File: config.mk
export PLATFORM = sky130hd
export DESIGN_NAME = branch_predict_bht_flat
export DESIGN_NICKNAME = d
export VERILOG_FILES = /design/src/rtl/branch_predict_bht_pkg.sv /design/src/rtl/branch_predict_bht_if.sv /design/src/rtl/branch_predict_bht_sat_counter.sv /design/src/rtl/branch_predict_bht.sv /design/src/flat_wrapper.sv
export SDC_FILE = /design/constraint.sdc
export NUM_CORES = 2
export LEC_CHECK = 0
export CELL_PAD_IN_SITES_DETAIL_PLACEMENT = 0
export CELL_PAD_IN_SITES_GLOBAL_PLACEMENT = 1
export CORE_ASPECT_RATIO = 1.75
export CORE_UTILIZATION = 53
export DETAILED_ROUTE_END_ITERATION = 10
export HOLD_SLACK_MARGIN = 0.03
export MAX_ROUTING_LAYER = met4
export PLACE_DENSITY_LB_ADDON = 0.1
export SETUP_SLACK_MARGIN = 0.15
export SLEW_MARGIN = 10
export SYNTH_ARGS = -nofsm -noshare
export SYNTH_HDL_FRONTEND = slang
export SYNTH_SLANG_ARGS = --single-unit
File: constraint.sdc
create_clock -name clock -period 5.8 [get_ports clock]
set_input_delay 0.58 -clock clock [delete_from_list [all_inputs] [get_ports clock]]
set_output_delay 0.58 -clock clock [all_outputs]
set_load 0.05 [all_outputs]
File: src/rtl/branch_predict_bht_pkg.sv
// rtl/branch_predict_bht_pkg.sv - shared defaults and helpers for the branch history table
//
// Purpose: default parameter values and the sequential-fetch PC increment used
//          by the predictor and anything else in the fetch/decode slice.
// Ports:   none (package).

package branch_predict_bht_pkg;

    typedef logic [31:0] addr_t;

    localparam int DEF_ENTRIES = 64;
    localparam int DEF_TAG_W   = 8;
    localparam int DEF_CNT_W   = 2;

    localparam addr_t PC_INC = 32'd4;

    // Fall-through fetch address; wraps modulo 2^32.
    function automatic addr_t next_seq_pc(input addr_t pc);
        return pc + PC_INC;
    endfunction

endpackage

File: src/rtl/branch_predict_bht_if.sv
// rtl/branch_predict_bht_if.sv - lookup and training bus between fetch/ID and the BHT
//
// Purpose: groups the fetch-side lookup and the ID-side training signals.
// Ports (signals):
//   pc_lookup      fetch PC to predict              (master -> slave)
//   pred_hit       valid entry with matching tag    (slave -> master)
//   pred_taken     predict taken                    (slave -> master)
//   pred_target    predicted next PC                (slave -> master)
//   upd_valid      train this cycle                 (master -> slave)
//   upd_pc         PC of the resolved branch        (master -> slave)
//   upd_taken      actual outcome                   (master -> slave)
//   upd_target     actual taken target              (master -> slave)
//   upd_mispredict fetch prediction was wrong       (master -> slave)

interface branch_predict_bht_if;
    import branch_predict_bht_pkg::*;

    addr_t pc_lookup;
    logic  pred_hit;
    logic  pred_taken;
    addr_t pred_target;

    logic  upd_valid;
    addr_t upd_pc;
    logic  upd_taken;
    addr_t upd_target;
    logic  upd_mispredict;

    modport master (
        output pc_lookup,
        input  pred_hit,
        input  pred_taken,
        input  pred_target,
        output upd_valid,
        output upd_pc,
        output upd_taken,
        output upd_target,
        output upd_mispredict
    );

    modport slave (
        input  pc_lookup,
        output pred_hit,
        output pred_taken,
        output pred_target,
        input  upd_valid,
        input  upd_pc,
        input  upd_taken,
        input  upd_target,
        input  upd_mispredict
    );

endinterface

File: src/rtl/branch_predict_bht_sat_counter.sv
// rtl/branch_predict_bht_sat_counter.sv - CNT_W-bit up/down counter saturating at both ends
//
// Purpose: next-value logic for a direction counter.
// Ports:
//   cur  in  CNT_W  current counter value
//   inc  in  1      step up (held at all-ones)
//   dec  in  1      step down (held at zero)
//   nxt  out CNT_W  next counter value

module sat_counter #(
    parameter int CNT_W = 2
) (
    input  logic [CNT_W-1:0] cur,
    input  logic             inc,
    input  logic             dec,
    output logic [CNT_W-1:0] nxt
);

    localparam logic [CNT_W-1:0] CNT_MAX = '1;
    localparam logic [CNT_W-1:0] CNT_MIN = '0;
    localparam logic [CNT_W-1:0] CNT_ONE = CNT_W'(1);

    // Simultaneous inc and dec cancel out and leave the value unchanged.
    always_comb begin
        nxt = cur;
        if (inc && !dec && (cur != CNT_MAX)) begin
            nxt = cur + CNT_ONE;
        end else if (dec && !inc && (cur != CNT_MIN)) begin
            nxt = cur - CNT_ONE;
        end
    end

endmodule

File: src/rtl/branch_predict_bht.sv
// rtl/branch_predict_bht.sv - tagged branch history table with target buffer
//
// Purpose: per-entry valid bit, partial PC tag, saturating direction counter
//          and 32-bit target. Combinational lookup for fetch, one training
//          write per cycle from ID, plus resolved-branch / mispredict counters.
// Ports:
//   clock             in   rising-edge clock
//   reset_0           in   asynchronous active-low reset
//   bus               slave modport of branch_predict_bht_if (lookup + training)
//   stat_branches     out  32  count of training cycles (wraps)
//   stat_mispredicts  out  32  count of training cycles flagged mispredict (wraps)

module branch_predict_bht
    import branch_predict_bht_pkg::*;
#(
    parameter int ENTRIES = DEF_ENTRIES,
    parameter int TAG_W   = DEF_TAG_W,
    parameter int CNT_W   = DEF_CNT_W
) (
    input  logic                 clock,
    input  logic                 reset_0,
    branch_predict_bht_if.slave  bus,
    output logic [31:0]          stat_branches,
    output logic [31:0]          stat_mispredicts
);

    localparam int IDX_W = $clog2(ENTRIES);

    // Allocation starts weakly taken; reset leaves entries weakly not taken.
    localparam logic [CNT_W-1:0] CNT_WEAK_T  = CNT_W'(1) << (CNT_W - 1);
    localparam logic [CNT_W-1:0] CNT_WEAK_NT = CNT_WEAK_T - CNT_W'(1);

    // Plain register arrays so the asynchronous reset can clear every entry.
    logic             valid_q  [ENTRIES];
    logic [TAG_W-1:0] tag_q    [ENTRIES];
    logic [CNT_W-1:0] cnt_q    [ENTRIES];
    addr_t            target_q [ENTRIES];

    // ---------------------------------------------------------------
    // Lookup: purely combinational, reads pre-update contents.
    // ---------------------------------------------------------------
    logic [IDX_W-1:0] lk_idx;
    logic [TAG_W-1:0] lk_tag;
    logic             lk_hit;
    logic             lk_taken;

    assign lk_idx   = bus.pc_lookup[IDX_W+1:2];
    assign lk_tag   = bus.pc_lookup[IDX_W+2 +: TAG_W];
    assign lk_hit   = valid_q[lk_idx] && (tag_q[lk_idx] == lk_tag);
    assign lk_taken = lk_hit && cnt_q[lk_idx][CNT_W-1];

    assign bus.pred_hit    = lk_hit;
    assign bus.pred_taken  = lk_taken;
    assign bus.pred_target = lk_taken ? target_q[lk_idx] : next_seq_pc(bus.pc_lookup);

    // ---------------------------------------------------------------
    // Training path
    // ---------------------------------------------------------------
    logic [IDX_W-1:0] up_idx;
    logic [TAG_W-1:0] up_tag;
    logic             up_hit;
    logic [CNT_W-1:0] up_cnt_nxt;

    assign up_idx = bus.upd_pc[IDX_W+1:2];
    assign up_tag = bus.upd_pc[IDX_W+2 +: TAG_W];
    assign up_hit = valid_q[up_idx] && (tag_q[up_idx] == up_tag);

    sat_counter #(
        .CNT_W (CNT_W)
    ) u_sat_counter (
        .cur (cnt_q[up_idx]),
        .inc (bus.upd_taken),
        .dec (!bus.upd_taken),
        .nxt (up_cnt_nxt)
    );

    always_ff @(posedge clock or negedge reset_0) begin
        if (!reset_0) begin
            for (int i = 0; i < ENTRIES; i++) begin
                valid_q[i]  <= 1'b0;
                tag_q[i]    <= '0;
                cnt_q[i]    <= CNT_WEAK_NT;
                target_q[i] <= '0;
            end
        end else if (bus.upd_valid) begin
            if (up_hit) begin
                cnt_q[up_idx] <= up_cnt_nxt;
                if (bus.upd_taken) begin
                    target_q[up_idx] <= bus.upd_target;
                end
            end else if (bus.upd_taken) begin
                // A taken miss evicts whatever aliases at this index.
                valid_q[up_idx]  <= 1'b1;
                tag_q[up_idx]    <= up_tag;
                cnt_q[up_idx]    <= CNT_WEAK_T;
                target_q[up_idx] <= bus.upd_target;
            end
            // A not-taken miss is not worth an entry: it would predict fall-through anyway.
        end
    end

    // ---------------------------------------------------------------
    // Event counters
    // ---------------------------------------------------------------
    always_ff @(posedge clock or negedge reset_0) begin
        if (!reset_0) begin
            stat_branches    <= '0;
            stat_mispredicts <= '0;
        end else if (bus.upd_valid) begin
            stat_branches <= stat_branches + 32'd1;
            if (bus.upd_mispredict) begin
                stat_mispredicts <= stat_mispredicts + 32'd1;
            end
        end
    end

    // Low PC bits and tag-external high bits do not participate in indexing.
    logic unused_pc_bits;
    assign unused_pc_bits = ^{bus.pc_lookup, bus.upd_pc};

endmodule

File: src/flat_wrapper.sv
// flat-port wrapper written by rule: the top's interface ports become plain ports
module branch_predict_bht_flat import branch_predict_bht_pkg::*;
#(
    parameter int ENTRIES = DEF_ENTRIES,
    parameter int TAG_W   = DEF_TAG_W,
    parameter int CNT_W   = DEF_CNT_W
)
  (clock, reset_0, stat_branches, stat_mispredicts, bus_pc_lookup, bus_pred_hit, bus_pred_taken, bus_pred_target, bus_upd_valid, bus_upd_pc, bus_upd_taken, bus_upd_target, bus_upd_mispredict);
  branch_predict_bht_if bus_i ();
  input  logic clock;
  input  logic reset_0;
  output logic [31:0] stat_branches;
  output logic [31:0] stat_mispredicts;
  input wire logic [$bits(bus_i.pc_lookup)-1:0] bus_pc_lookup;
  output wire logic [$bits(bus_i.pred_hit)-1:0] bus_pred_hit;
  output wire logic [$bits(bus_i.pred_taken)-1:0] bus_pred_taken;
  output wire logic [$bits(bus_i.pred_target)-1:0] bus_pred_target;
  input wire logic [$bits(bus_i.upd_valid)-1:0] bus_upd_valid;
  input wire logic [$bits(bus_i.upd_pc)-1:0] bus_upd_pc;
  input wire logic [$bits(bus_i.upd_taken)-1:0] bus_upd_taken;
  input wire logic [$bits(bus_i.upd_target)-1:0] bus_upd_target;
  input wire logic [$bits(bus_i.upd_mispredict)-1:0] bus_upd_mispredict;
  assign bus_i.pc_lookup = bus_pc_lookup;
  assign bus_pred_hit = bus_i.pred_hit;
  assign bus_pred_taken = bus_i.pred_taken;
  assign bus_pred_target = bus_i.pred_target;
  assign bus_i.upd_valid = bus_upd_valid;
  assign bus_i.upd_pc = bus_upd_pc;
  assign bus_i.upd_taken = bus_upd_taken;
  assign bus_i.upd_target = bus_upd_target;
  assign bus_i.upd_mispredict = bus_upd_mispredict;
  branch_predict_bht #(.ENTRIES(ENTRIES), .TAG_W(TAG_W), .CNT_W(CNT_W)) u_core (.clock(clock), .reset_0(reset_0), .bus(bus_i), .stat_branches(stat_branches), .stat_mispredicts(stat_mispredicts));
endmodule
# Yosys cells after proc, flatten, opt, wreduce, memory -nomap -nowiden

Cells that the tools add are included.

Divide/modulo/power cells: 0
Bitwise logic cells: 7
Reduce and logical (&&, ||, !) cells: 13
Equality and inequality tests: 3
$lt $le $gt $ge: 3
Shift-type cells: 0
$add $sub $neg: 5
Multipliers: 0
Mux-type cells: 37

Operators with widths:

| kind                    | number |
|---|---|
| $bwmux W2048            | 1 |
| $bwmux W512             | 1 |
| $mux W128               | 2 |
| $bmux W32 S6            | 1 |
| $demux W32 S6           | 1 |
| $bwmux W128             | 1 |
| $mux W32                | 4 |
| $or A64 B64 Y64         | 2 |
| $bmux W8 S6             | 2 |
| $add A32 B1 Y32 const B | 2 |
| $and A64 B64 Y64        | 1 |
| $not A64 Y64            | 1 |
| $demux W8 S6            | 1 |
| $mux W8                 | 5 |
| $add A32 B3 Y32 const B | 1 |
| $bmux W2 S6             | 2 |
| $eq A8 B8 Y1            | 2 |
| $ge A7 B7 Y1 const B    | 2 |
| $mux W2                 | 7 |
| $not A6 Y7              | 2 |
| $bmux W1 S6             | 2 |
| $demux W2 S6            | 1 |
| $lt A7 B1 Y1 const B    | 1 |
| $demux W1 S6            | 1 |
| other kinds (10)        | 22 |

Memories: 0
Output and inout bits: 98
Bits in writable memories: 0
Bits in registers: 2816
Bits of input ports: 101
Latch bits: 0
Logic and storage cells: 326
Bits in read-only memories: 0

# Depth between registers and ports, before layout

Word-level depth: 10
Gate-level depth with buffers: 22
Mapped depth without buffers: 13

# Modules after synthesis

A second synthesis with hierarchy kept.

Cell total of the unflattened synthesis: 8941
Area total of the unflattened synthesis: 136110.5 µm²

By module, submodules not included:

| module             | area an instance (µm²) | cells an instance | times used | seq. area each (µm²) |
|---|---|---|---|---|
| branch_predict_bht | 136009.2               | 8925              | 1          | 70547.7 |
| sat_counter        | 101.3                  | 16                | 1          | 0.0 |

# Worst setup path before layout

OpenSTA, ideal clock, no wires.

Path type: input-to-output
Start point: in bus_pc_lookup[2]
End point: out bus_pred_taken
Data required time: 5220 ps
Stages: 10
Setup slack: 745 ps
Buffers on the path: 3
Arrival time: 4475 ps
Path through: buf_2 buf_2 buf_2 mux4_2 mux4_2 a211oi_1 a21oi_1 xnor2_1 nand2_1 nor4_1

Word-level cells in the longest chain between the ends: 7
Elaborated cells between the ends (all ways): 13

Ends and longest elaborated chain:

| element                                     | line                                               | text |
|---|---|---|
| start, declared                             | flat_wrapper.sv:14                                 | `input wire logic [$bits(bus_i.pc_lookup)-1:0] bus_pc_lookup;` |
| $not A6 Y7 (implied by the code) *          | branch_predict_bht.sv:49, branch_predict_bht.sv:50 |  |
| $bmux W8 S6                                 | branch_predict_bht.sv:49                           | `assign lk_hit = valid_q[lk_idx] && (tag_q[lk_idx] == lk_tag);` |
| $mux W8 (implied by the code) (2 in series) | branch_predict_bht.sv:49                           |  |
| $eq A8 B8 Y1                                | branch_predict_bht.sv:49                           |  |
| $logic_and A1 B1 Y1                         | branch_predict_bht.sv:49                           |  |
| $logic_and A1 B1 Y1 *                       | branch_predict_bht.sv:50                           | `assign lk_taken = lk_hit && cnt_q[lk_idx][CNT_W-1];` |
| end, declared                               | flat_wrapper.sv:16                                 | `output wire logic [$bits(bus_i.pred_taken)-1:0] bus_pred_taken;` |

Mark *: on every way between the ends. The rest lies on a longest branch, timed or not. The select of a mux whose other input is x is not followed.

# Worst setup path in the final report

Start point: in bus_pc_lookup[2]
End point: out bus_pred_target[3]

Word-level cells in the longest chain between the ends: 8
Elaborated cells between the ends (all ways): 18

Ends and longest elaborated chain:

| element                                     | line                                                                         | text |
|---|---|---|
| $not A6 Y7 (implied by the code)            | branch_predict_bht.sv:49, branch_predict_bht.sv:50, branch_predict_bht.sv:54 |  |
| $bmux W8 S6                                 | branch_predict_bht.sv:49                                                     |  |
| $mux W8 (implied by the code) (2 in series) | branch_predict_bht.sv:49                                                     |  |
| $eq A8 B8 Y1                                | branch_predict_bht.sv:49                                                     |  |
| $logic_and A1 B1 Y1                         | branch_predict_bht.sv:49                                                     |  |
| $logic_and A1 B1 Y1                         | branch_predict_bht.sv:50                                                     |  |
| $mux W32 *                                  | branch_predict_bht.sv:54                                                     | `assign bus.pred_target = lk_taken ? target_q[lk_idx] : next_seq_pc(bus.pc_lookup);` |
| end, declared                               | flat_wrapper.sv:17                                                           | `output wire logic [$bits(bus_i.pred_target)-1:0] bus_pred_target;` |

Marks and branches as above.

==> qor.csv <==
stage,metric,value,unit
run_status,status,finished clean,
cts,clkLatencyLatePin,0.88,ns
worst_setup_path,slowest_stage,mux4_2,
placement,dp.cells,11550,
final_layout,drive_gt1_share,52.80,%
power_and_ir_drop,pwr-share-seq,48.3,%
yosys,syn_avg_cell_area,16.09,sq um
final_layout,seq_area,0.07055,sq mm
final_layout,final_nets,8583,
worst_setup_path,critical_path_class,in -> out,
power_and_ir_drop,switchingPower,11.57,mW
yosys,ys_ff_latch,2816,
power_and_ir_drop,total_leakage_power,70.26,nW
job,drv_cap,0,
worst_setup_path,crit_family,multiplexers,
yosys,synth_nets,8579,
timing,finalCriticalPeriod,5.534,ns
die,core_area,0.2561,sq mm
worst_setup_path,start_kind,input pin,
route,detail-route-antenna-nets,0,
timing,tightest_slew,1.360,ns
die,start_util,53.25,%
worst_setup_path,required,5.22,ns
die,dieArea,0.2594,sq mm
power_and_ir_drop,irDropWorstVdd,0.2756,mV
placement,place_congestion,1.018,
cts,cts_sinks,2816,
route,via_per_inst,6.638,
final_layout,multi_input_area,0.06186,sq mm
final_layout,area_delta_synth_final,10.99,%
cts,clockBufferDepth,4,
worst_setup_path,cp-end-kind,output port,
grt,grt_max_degree,205,
grt,gr-total-overflow,0,
yosys,netlist_instances,8473,
yosys,yosys_warnings,0,
power_and_ir_drop,power_frac_comb,12.3,%
timing,fmax,180.7,MHz
min_path,min_path_type,in -> async,
cts,cts-root-buf,clkbuf_16,
timing,setup-tns-final,0,ns
placement,dpl.hpwl,274.5,mm
route,drt_iter0_markers,6244,
yosys,yosys.area.top_type,dfrtp_1,
power_and_ir_drop,swShare,25.15,%
power_and_ir_drop,p_clk_share,39.5,%
timing,rsz0062_at_grt,no,
yosys,yosysTopAreaCellShare,50.50,%
yosys,netlist_area,0.1364,sq mm
timing,finalSetupViolCount,0,
grt,grt_use_total,35.20,%
final_layout,fill_cells,19570,
cts,cts_buffers,276,
worst_setup_path,worst-path-buf-inv,4,
yosys,yosysSeqAreaShare,51.74,%
yosys,ys_async_sr_fraction,100.0,%
yosys,netlist_top_cells_count,"2752 x dfrtp_1, 2145 x mux2_2, 969 x mux4_2, 513 x clkbuf_1, 390 x mux2_4",
timing,finalHoldViolations,0,
cts,cts_max_level,5,
worst_setup_path,cp.arrival,4.95,ns
route,remaining_drc_errors,0,
worst_setup_path,max_stage_delay,0.58,ns
worst_setup_path,critPathMaxFanout,23,
power_and_ir_drop,power.density,304.0,mW/mm^2
die,fp.dieW,385.4,microns
placement,io_buffers,180,
timing,slew_viol_final,0,
grt,grt_pass1_wl,631.5,mm
route,routedWlPerCell,36.29,microns
cts,postCtsSetupRepairBufs,0,
power_and_ir_drop,cell_internal_pwr,34.43,mW
yosys,synth_area_leaders,"dfrtp_1 51%, mux2_2 18%, mux4_2 16%, mux2_4 4.3%, clkbuf_1 1.4%",
yosys,synth_cell_types,75,
yosys,synth.most_common_cell,dfrtp_1,
final_layout,fin_cells,12040,
route,vias,79920,
route,drt_wl_total,436.9,mm
die,ios,199,
timing,fin_skew,0.03668,ns
die,die_h,673,microns
final_layout,utilization,59.10,%
grt,antenna_found_initial,24,
yosys,synth_edf_count,0,
cts,cts_tree,done,
die,fp-row-count,246,
grt,grt_pass1_vias,85290,
yosys,ys.flop_type,dfrtp_1,
route,dr.pass1.iters,7,
worst_setup_path,cp_cell_sequence,buf_8 -> buf_12 -> mux4_2 -> mux4_2 -> mux2_2 -> nand2_1 -> o21ai_0 -> xnor2_1 -> nand3_1 -> nor3_4 -> buf_12 -> mux2_2 -> buf_4,
timing,slew_headroom,9.001,%
timing,period_share,95.41,%
cts,clk_pin_slew,0.06,ns
==> power by group through the flow <==
stage,sequential (mW),clock (mW),combinational [mW]
after floorplan,22.3,0,3.71
after global placement,22.4,0,5.51
after detailed placement,22.5,0,5.64
after CTS,22.2,18.5,5.66
after global routing,22.4,19.2,5.97
final,22.2,18.2,5.64
==> routing by layer <==
layer | up-vias | routed length (microns) | track usage, %
met5 | - | 0 | -
met4 | 0 | 33000 | 21.70
met3 | 1166 | 23900 | 5.231
met2 | 2957 | 219200 | 56.74
met1 | 43960 | 160900 | 41.62
li1 | 31840 | - | -
==> area by class of cell <==
type | instances | share of cell area (%)
Antenna cell | 19 | 0.03141
Clock buffer | 398 | 5.341
Clock inverter | 76 | 0.5134
Inverter | 76 | 0.1885
Multi-Input combinational cell | 4761 | 40.87
Sequential cell | 2816 | 46.61
Tap cell | 3348 | 2.768
Timing Repair Buffer | 546 | 3.674
==> metrics by stage <==
stage	power (mW)	cell area, sq um	setup WS [ns]	hold slack, ns
2_1_floorplan	26.04	136400	0.7454	0.2844
3_3_place_gp	27.90	142400	0.4154	0.4554
3_5_place_dp	28.18	142400	0.4287	0.4558
4_1_cts	46.34	151300	0.3064	0.2665
5_1_grt	47.53	151300	0.2518	0.3070
6_report	46.01	151400	0.2664	0.2226
==> placed cells by master, fill, tap and decap left out, drive strengths merged, types with 64 or more instances in the layout <==
cell	n
o22ai	96
dfrtp	2752
buf	446
mux4	972
mux2	2625
inv	83
dfstp	64
clkbuf	398
clkdlybuf4s50	99
nand2b	70
xnor2	82
a21oi	92
nand2	218
mux2i	72
o32a	64
nor2	111
==> worst paths after layout <==
path                                               start                                endpoint  slack [ns]  cells past startpoint
max in group asynchronous                        reset_0     u_core.stat_branches[4]$_DFFE_PN0P_        3.49                      4
min reg2reg                 u_core.cnt_q[54]$_DFFE_PN1P_            u_core.cnt_q[54]$_DFFE_PN1P_        0.46                      2
min                                              reset_0  u_core.stat_mispredicts[8]$_DFFE_PN0P_        0.22                      2
min in group clock                    bus_upd_mispredict  u_core.stat_mispredicts[2]$_DFFE_PN0P_        0.39                      3
max                                     bus_pc_lookup[2]                      bus_pred_target[3]        0.27                     13
max reg2reg                u_core.tag_q[317]$_DFFE_PN0P_            u_core.tag_q[93]$_DFFE_PN0P_        1.51                     11
==> state kept, by name (all words and copies together), names as in the netlist <==
name	cells
u_core.cnt_q	128
u_core.stat_mispredicts	32
u_core.stat_branches	32
u_core.tag_q	512
u_core.target_q	2048
u_core.valid_q	64
==> cells by family after synthesis <==
kind of cell,Yosys count,share of synthesized area (%)
DFF,2816,51.74
adders and majority gates,5,0.04588
xor gates and xnor gates,106,0.6808
buffers and inverters,896,3.278
AOI/OAI and AO/OA,425,2.250
and+or+nand+nor,556,2.668
muxes,3669,39.34
==> repair_timing <==
item / 4_1_cts / 5_1_grt
setup endpoints to repair: 0 / 0
endpoints found under the hold margin: 74 / 0
gates resized for setup: 0 / 0
hold buffers: 1 / 0
Note: power is estimated with default switching activity, not from simulation.
